**src/rtl/dly_chain_loader.sv**
```systemverilog
// Serial configuration loader for the delay-chip chain.
// Walks the enabled chips in ascending order, fetches each chip's word from
// the parallel source, shifts it in MSB-first and reads back the chip's
// previous content. Also produces a timed nrs_dly reset pulse.
//
// state  | meaning
// -------+-----------------------------------------------------------------
// IDLE   | waiting for start / rst_req
// RST    | nrs_dly held low for RST_CYCLES cycles
// FIND   | cfg_chip already points at the lowest remaining chip; clear its bit
// FETCH  | register cfg_data into the shift register
// SETUP  | ncs low, clk_dly low, for CLK_DIV cycles
// SHIFT  | DLY_BITS bit periods; data out on din, readback in from dout
// HOLD   | ncs still low, clk/din low, CLK_DIV cycles; readback published
// FIN    | one-cycle done pulse
module dly_chain_loader #(
    parameter int N          = 7,
    parameter int DLY_BITS   = 24,
    parameter int CLK_DIV    = 4,
    parameter int RST_CYCLES = 16
) (
    input  logic                clock,
    input  logic                reset,
    input  logic                start,
    input  logic [N-1:0]        chip_mask,
    input  logic                rst_req,
    output logic                busy,
    output logic                done,
    output logic [2:0]          cfg_chip,
    input  logic [DLY_BITS-1:0] cfg_data,
    output logic [DLY_BITS-1:0] rb_data,
    output logic [2:0]          rb_chip,
    output logic                rb_valid,
    output logic                clk_dly,
    output logic                din_dly,
    output logic                nrs_dly,
    output logic [N-1:0]        ncs_dly,
    input  logic [N-1:0]        dout_dly
);

    localparam int TMR_MAX = (RST_CYCLES > CLK_DIV) ? RST_CYCLES : CLK_DIV;
    localparam int TW      = $clog2(TMR_MAX);
    localparam int BW      = $clog2(DLY_BITS);

    localparam logic [TW-1:0] T_DIV_LAST = TW'(CLK_DIV - 1);
    localparam logic [TW-1:0] T_HALF     = TW'(CLK_DIV / 2);
    localparam logic [TW-1:0] T_RST_LAST = TW'(RST_CYCLES - 1);
    localparam logic [BW-1:0] B_LAST     = BW'(DLY_BITS - 1);

    typedef enum logic [2:0] {
        S_IDLE, S_RST, S_FIND, S_FETCH, S_SETUP, S_SHIFT, S_HOLD, S_FIN
    } state_t;

    state_t              state_q, state_d;
    logic [N-1:0]        mask_q, mask_d;
    logic [TW-1:0]       tmr_q, tmr_d;
    logic [BW-1:0]       bits_q, bits_d;
    logic [DLY_BITS-1:0] sreg_q, sreg_d;
    logic [DLY_BITS-1:0] cap_q, cap_d;
    logic [2:0]          cfg_chip_q, cfg_chip_d;
    logic [DLY_BITS-1:0] rb_data_q, rb_data_d;
    logic [2:0]          rb_chip_q, rb_chip_d;
    logic                rb_valid_q, rb_valid_d;
    logic                busy_q, busy_d;
    logic                done_q, done_d;
    logic                clk_q, clk_d;
    logic                din_q, din_d;
    logic                nrs_q, nrs_d;
    logic [N-1:0]        ncs_q, ncs_d;
    logic                dout_sel;
    logic                sel_active;

    function automatic logic [2:0] lsb_idx(input logic [N-1:0] m);
        logic [2:0] idx;
        idx = 3'd0;
        for (int i = N - 1; i >= 0; i--) begin
            if (m[i]) idx = 3'(i);
        end
        return idx;
    endfunction

    // Readback bit from the currently selected chip.
    always_comb begin
        dout_sel = 1'b0;
        for (int i = 0; i < N; i++) begin
            if (cfg_chip_q == 3'(i)) dout_sel = dout_dly[i];
        end
    end

    // Sequencer next state; pin outputs are derived from the next state so
    // every pin leaves a flop.
    always_comb begin
        state_d    = state_q;
        mask_d     = mask_q;
        tmr_d      = tmr_q;
        bits_d     = bits_q;
        sreg_d     = sreg_q;
        cap_d      = cap_q;
        cfg_chip_d = cfg_chip_q;
        rb_data_d  = rb_data_q;
        rb_chip_d  = rb_chip_q;
        rb_valid_d = 1'b0;

        case (state_q)
            S_IDLE: begin
                if (rst_req) begin
                    state_d = S_RST;
                    tmr_d   = T_RST_LAST;
                end else if (start) begin
                    if (|chip_mask) begin
                        // cfg_chip moves on the edge into FIND so the source
                        // has one full cycle before FETCH samples cfg_data.
                        mask_d     = chip_mask;
                        cfg_chip_d = lsb_idx(chip_mask);
                        state_d    = S_FIND;
                    end else begin
                        state_d = S_FIN;
                    end
                end
            end
            S_RST: begin
                if (tmr_q == '0) state_d = S_FIN;
                else             tmr_d   = tmr_q - 1'b1;
            end
            S_FIND: begin
                if (mask_q == '0) begin
                    state_d = S_FIN;
                end else begin
                    for (int i = 0; i < N; i++) begin
                        if (cfg_chip_q == 3'(i)) mask_d[i] = 1'b0;
                    end
                    state_d = S_FETCH;
                end
            end
            S_FETCH: begin
                sreg_d  = cfg_data;
                tmr_d   = T_DIV_LAST;
                state_d = S_SETUP;
            end
            S_SETUP: begin
                if (tmr_q == '0) begin
                    state_d = S_SHIFT;
                    tmr_d   = T_DIV_LAST;
                    bits_d  = B_LAST;
                end else begin
                    tmr_d = tmr_q - 1'b1;
                end
            end
            S_SHIFT: begin
                // Rising clk_dly edge: capture readback, advance data.
                if (tmr_q == T_HALF) begin
                    cap_d  = {cap_q[DLY_BITS-2:0], dout_sel};
                    sreg_d = {sreg_q[DLY_BITS-2:0], 1'b0};
                end
                if (tmr_q == '0) begin
                    tmr_d = T_DIV_LAST;
                    if (bits_q == '0) state_d = S_HOLD;
                    else              bits_d  = bits_q - 1'b1;
                end else begin
                    tmr_d = tmr_q - 1'b1;
                end
            end
            S_HOLD: begin
                if (tmr_q == '0) begin
                    rb_valid_d = 1'b1;
                    rb_data_d  = cap_q;
                    rb_chip_d  = cfg_chip_q;
                    // Look ahead at the remaining mask so the last chip
                    // finishes straight into FIN.
                    if (mask_q != '0) begin
                        cfg_chip_d = lsb_idx(mask_q);
                        state_d    = S_FIND;
                    end else begin
                        state_d = S_FIN;
                    end
                end else begin
                    tmr_d = tmr_q - 1'b1;
                end
            end
            S_FIN: begin
                state_d = S_IDLE;
            end
            default: begin
                state_d = S_IDLE;
            end
        endcase

        busy_d     = (state_d != S_IDLE);
        done_d     = (state_d == S_FIN);
        nrs_d      = (state_d != S_RST);
        sel_active = (state_d == S_SETUP) || (state_d == S_SHIFT) || (state_d == S_HOLD);
        ncs_d      = '1;
        for (int i = 0; i < N; i++) begin
            if (sel_active && (cfg_chip_d == 3'(i))) ncs_d[i] = 1'b0;
        end
        clk_d = (state_d == S_SHIFT) && (tmr_d < T_HALF);
        // din only changes in the low half of a bit period, never on the
        // rising clk_dly edge.
        if (state_d == S_SHIFT) din_d = (tmr_d >= T_HALF) ? sreg_d[DLY_BITS-1] : din_q;
        else                    din_d = 1'b0;
    end

    // State and output registers with synchronous reset.
    always_ff @(posedge clock) begin
        if (reset) begin
            state_q    <= S_IDLE;
            mask_q     <= '0;
            tmr_q      <= '0;
            bits_q     <= '0;
            sreg_q     <= '0;
            cap_q      <= '0;
            cfg_chip_q <= '0;
            rb_data_q  <= '0;
            rb_chip_q  <= '0;
            rb_valid_q <= 1'b0;
            busy_q     <= 1'b0;
            done_q     <= 1'b0;
            clk_q      <= 1'b0;
            din_q      <= 1'b0;
            nrs_q      <= 1'b1;
            ncs_q      <= '1;
        end else begin
            state_q    <= state_d;
            mask_q     <= mask_d;
            tmr_q      <= tmr_d;
            bits_q     <= bits_d;
            sreg_q     <= sreg_d;
            cap_q      <= cap_d;
            cfg_chip_q <= cfg_chip_d;
            rb_data_q  <= rb_data_d;
            rb_chip_q  <= rb_chip_d;
            rb_valid_q <= rb_valid_d;
            busy_q     <= busy_d;
            done_q     <= done_d;
            clk_q      <= clk_d;
            din_q      <= din_d;
            nrs_q      <= nrs_d;
            ncs_q      <= ncs_d;
        end
    end

    assign busy     = busy_q;
    assign done     = done_q;
    assign cfg_chip = cfg_chip_q;
    assign rb_data  = rb_data_q;
    assign rb_chip  = rb_chip_q;
    assign rb_valid = rb_valid_q;
    assign clk_dly  = clk_q;
    assign din_dly  = din_q;
    assign nrs_dly  = nrs_q;
    assign ncs_dly  = ncs_q;

endmodule

```
**config.mk**
```make
export PLATFORM = sky130hd
export DESIGN_NAME = dly_chain_loader
export DESIGN_NICKNAME = d
export VERILOG_FILES = /design/src/rtl/dly_chain_loader.sv
export SDC_FILE = /design/constraint.sdc
export NUM_CORES = 1
export LEC_CHECK = 0
export BUFFER_PORTS_ARGS = -buffer_cell sky130_fd_sc_hd__clkbuf_2
export CORE_ASPECT_RATIO = 1.2
export CORE_MARGIN = 2
export CORE_UTILIZATION = 30
export CTS_BUF_LIST = sky130_fd_sc_hd__clkbuf_2
export CTS_CLUSTER_DIAMETER = 50
export DETAILED_ROUTE_END_ITERATION = 16
export PLACE_DENSITY = 0.58
export SLEW_MARGIN = 20
export SYNTH_ARGS = -nofsm -noshare
export SYNTH_HDL_FRONTEND = slang
export SYNTH_SLANG_ARGS = --single-unit
```
**constraint.sdc**
```tcl
create_clock -name clock -period 2.35 [get_ports clock]
set_input_delay 0.1175 -clock clock [delete_from_list [all_inputs] [get_ports clock]]
set_output_delay 0.1175 -clock clock [all_outputs]
set_load 0.005 [all_outputs]
```
==> impl_results.rst <==
.. list-table::
   :header-rows: 1

   * - Metric
     - Value
   * - CP arrival
     - 2.74 ns
   * - Average routed wire per standard cell
     - 13.0 um
   * - Mean post-synth cell area
     - 7.97 um2
   * - # port buffers
     - 84
   * - DRC violation total after the first TritonRoute iteration
     - 237
   * - Cell types with the largest area share after synthesis
     - sky130_fd_sc_hd__dfxtp_1 46%, sky130_fd_sc_hd__nand2_1 12%, sky130_fd_sc_hd__a21oi_1 9.9%
   * - Maximum number of pins on one net before global-route repair
     - 39
   * - Die ar.
     - 16900 um2
   * - Top-area cell type share of the netlist area
     - 46.2%
   * - Most used DFF post-synth
     - sky130_fd_sc_hd__dfxtp_1
   * - Measured slew at the worst slew-check pin
     - 0.605 ns
   * - Effective utilization at floorplan
     - 30.6%
   * - TritonRoute pass-1 iters
     - 4
   * - Share of the clock period used by the worst path
     - 94.5%
   * - Summed instance area of the synthesized netlist
     - 4770 um2
   * - Worst setup slack for register-to-register paths
     - 0.13 ns
   * - Result of the run
     - finished, final reports clean
   * - Biggest fanout along the worst timing path
     - 22
   * - Area Overhead vs Synth
     - 25.5%
   * - Wire length of the first global-routing pass
     - 20100 um
   * - Clock tree from TritonCTS
     - built
   * - Wirelength, routed
     - 12100 um
   * - Layout cells sized above 1
     - 18.8%
   * - Leading area contributor after synthesis
     - sky130_fd_sc_hd__dfxtp_1
   * - H-tree level count
     - 3
   * - Standard-cell rows
     - 50
   * - Pre-CTS setup slack
     - 0.133 ns
   * - Hold Path Class
     - primary input to register
   * - Ratio of routed vias to standard cells
     - 4.77
   * - Overall via count from detail_route
     - 4425
   * - Clock slew seen by the registers of the worst setup and hold paths
     - 0.26 ns
   * - Worst slew margin relative to its limit
     - 59.5%
   * - Clock buffer depth
     - 2
   * - Class of the most critical setup path
     - register to register
   * - Worst-case vdd ir drop
     - 0.314 mV
   * - Accumulated negative setup slack
     - 0 ns
   * - Remaining antenna violation count
     - 0
   * - Count of flip-flops with a built-in enable after synthesis
     - 0
   * - Placed wire-length estimate after detailed placement
     - 8180 um
   * - Final-report setup violation count
     - 0
   * - Global-route usage over all layers
     - 14.6%
   * - Req. time, crit path
     - 2.87 ns
   * - Worst hold slack after final layout
     - 0.112 ns
   * - Fraction of the mapped netlist area in simple logic gates
     - 25.0%
   * - Overall die height
     - 142 um
   * - Aggregate global routing overflow
     - 0
   * - Post-synthesis register bit count
     - 110
   * - Synthesized Nets
     - 646
   * - Kind of launch point of the worst setup path
     - register
   * - RSZ-0062 raised after global routing
     - true
   * - Number of cells after detailed placement
     - 865
   * - Residual DRC
     - 0
   * - Number of CTS-inserted buffers
     - 9
   * - Count of clock tree sinks
     - 110
   * - Post-Place Cell Area
     - 5410 um2
   * - Complex-gate fraction of the synthesized area
     - 20.3%
   * - Combinational family with the most area after synthesis
     - simple AND/OR/NAND/NOR gates
   * - Slack of the critical path
     - 0.130 ns
   * - Achievable frequency
     - 450 MHz
   * - Placer Congestion
     - 0.859
   * - Type of element capturing the critical path
     - register
   * - Async SR Flop Fraction
     - 0%
   * - Leak
     - 2.23 nW
   * - CTS root buf
     - sky130_fd_sc_hd__clkbuf_2
   * - Number of synthesis warnings
     - 0
   * - Synth Area in XOR/XNOR
     - 0.184%
   * - Hold Vio Cnt, Final
     - 0
   * - Final critical delay including setup and external delays
     - 2.22 ns
   * - Synth Instances
     - 598
   * - Share of cell area taken by muxes after synthesis
     - 2.10%
   * - Initial antenna violation count
     - 1
   * - Adder and majority cell fraction of the synthesized area
     - 1.57%
   * - Max-slew violation count
     - 0
   * - Vias in the first global route
     - 4131
   * - Number of primary I/O pins
     - 85
   * - Horizontal die dimension
     - 119 um
   * - Pwr/cell area
     - 790 nW/um2
   * - Max-capacitance violation count
     - 0
   * - Distinct cells, synth
     - 59
   * - Final design instance area without fill
     - 5980 um2
   * - Area inside the core boundary
     - 15600 um2
   * - Filler-free cell count of the finished design
     - 927
   * - Clk Latency, worst-skew pair
     - 0.60 ns
   * - Cell types with the highest counts after synthesis
     - 151 x sky130_fd_sc_hd__nand2_1, 110 x sky130_fd_sc_hd__dfxtp_1, 94 x sky130_fd_sc_hd__a21oi_1
   * - Post-layout nets
     - 763
   * - Library cell with the highest instance count after synthesis
     - sky130_fd_sc_hd__nand2_1
   * - Worst clock skew on the final layout
     - 0.0222 ns
   * - Sequential fraction of the synthesis area
     - 46.2%
-- critical path, cell delays in order (launching register included) --
cell	delay (ns)
sky130_fd_sc_hd__dfxtp_2	0.39
sky130_fd_sc_hd__buf_4	0.20
sky130_fd_sc_hd__nand2b_1	0.18
sky130_fd_sc_hd__o41a_1	0.43
sky130_fd_sc_hd__buf_4	0.23
sky130_fd_sc_hd__nand2_1	0.09
sky130_fd_sc_hd__a21oi_1	0.06
sky130_fd_sc_hd__dlygate4sd3_1	0.57
-- layout by cell type (no fill, tap or decap), drive strengths merged, types with 3 or more instances in the layout --
cell         count
buf             21
nor2b           13
nor3b            4
clkbuf          93
dfxtp          110
nand3b           3
or3              5
or4              3
clkinvlp         3
o21ai            8
nor2            35
or2              3
a211oi           5
nor3             7
a22oi           26
inv             11
mux2i           10
dlygate4sd3     44
ha               6
nand4            3
nand2          152
a21oi           94
nand2b           7
nand3           13
nor4             4
a32oi            3
-- state kept, by name, summed over array words and instances (netlist names) --
signal	flops
cap_q	24
rb_data	24
sreg_q	24
mask_q	7
ncs_dly	7
bits_q	5
tmr_q	4
cfg_chip	3
rb_chip	3
state_q	3
busy	1
clk_dly	1
din_dly	1
done	1
nrs_dly	1
rb_valid	1
-- final timing paths --
path	startpoint	end	cells after the start
max reg2reg	state_q[2]	sreg_q[17]	7
min reg2reg	rb_data[2]	rb_data[2]	2
min	start	state_q[0]	4
max	state_q[2]	sreg_q[17]	7
-- through the flow --
step                      power [mW]  util, %
after floorplan                 3.40        -
after global placement          3.87     34.7
after detailed placement        3.86     34.7
after CTS                       4.69     38.0
after global routing            5.08     38.4
final                           4.72     38.4
-- cell families after synthesis --
group,count (synthesis)
xor+xnor,1
buf+inv,53
flops,110
fa+ha+maj,6
simple gates,259
compound gates,159
mux,10
-- report_power, final --
part | internal, mW | leakage, nW | switching (mW)
logic | 0.758 | 1.30 | 1.03
clock network | 0.127 | 0.0436 | 0.603
registers | 2.03 | 0.891 | 0.172
total | 2.92 | 2.23 | 1.81
-- routing by layer --
metal / track usage [%] / share of wire, % / up-vias
met5: 0 / 0 / -
met1: 18.5 / 46 / 2011
met4: 6.58 / 2.2 / 0
met2: 24.2 / 48 / 97
met3: 2.48 / 3.7 / 15
li1: - / - / 2302
-- what timing repair did --
| item | CTS | global route |
|---|---|---|
| endpoints found under the hold margin | 48 | 0 |
| hold buffers | 44 | 0 |
| endpoints found under the setup margin | 0 | 15 |
| buffers inserted | 0 | 3 |
| gates resized for setup | 0 | 8 |
-- cell type report --
| cell class | count | area (um2) |
|---|---|---|
| Antenna cell | 1 | 2.50 |
| Clock buffer | 10 | 50.0 |
| Clock inverter | 4 | 26.3 |
| Fill cell | 1628 | 9600 |
| Inverter | 11 | 43.8 |
| Multi-Input combinational cell | 435 | 2370 |
| Sequential cell | 110 | 2210 |
| Tap cell | 208 | 260 |
| Timing Repair Buffer | 148 | 1020 |
Power figures use the tool's default switching activity.
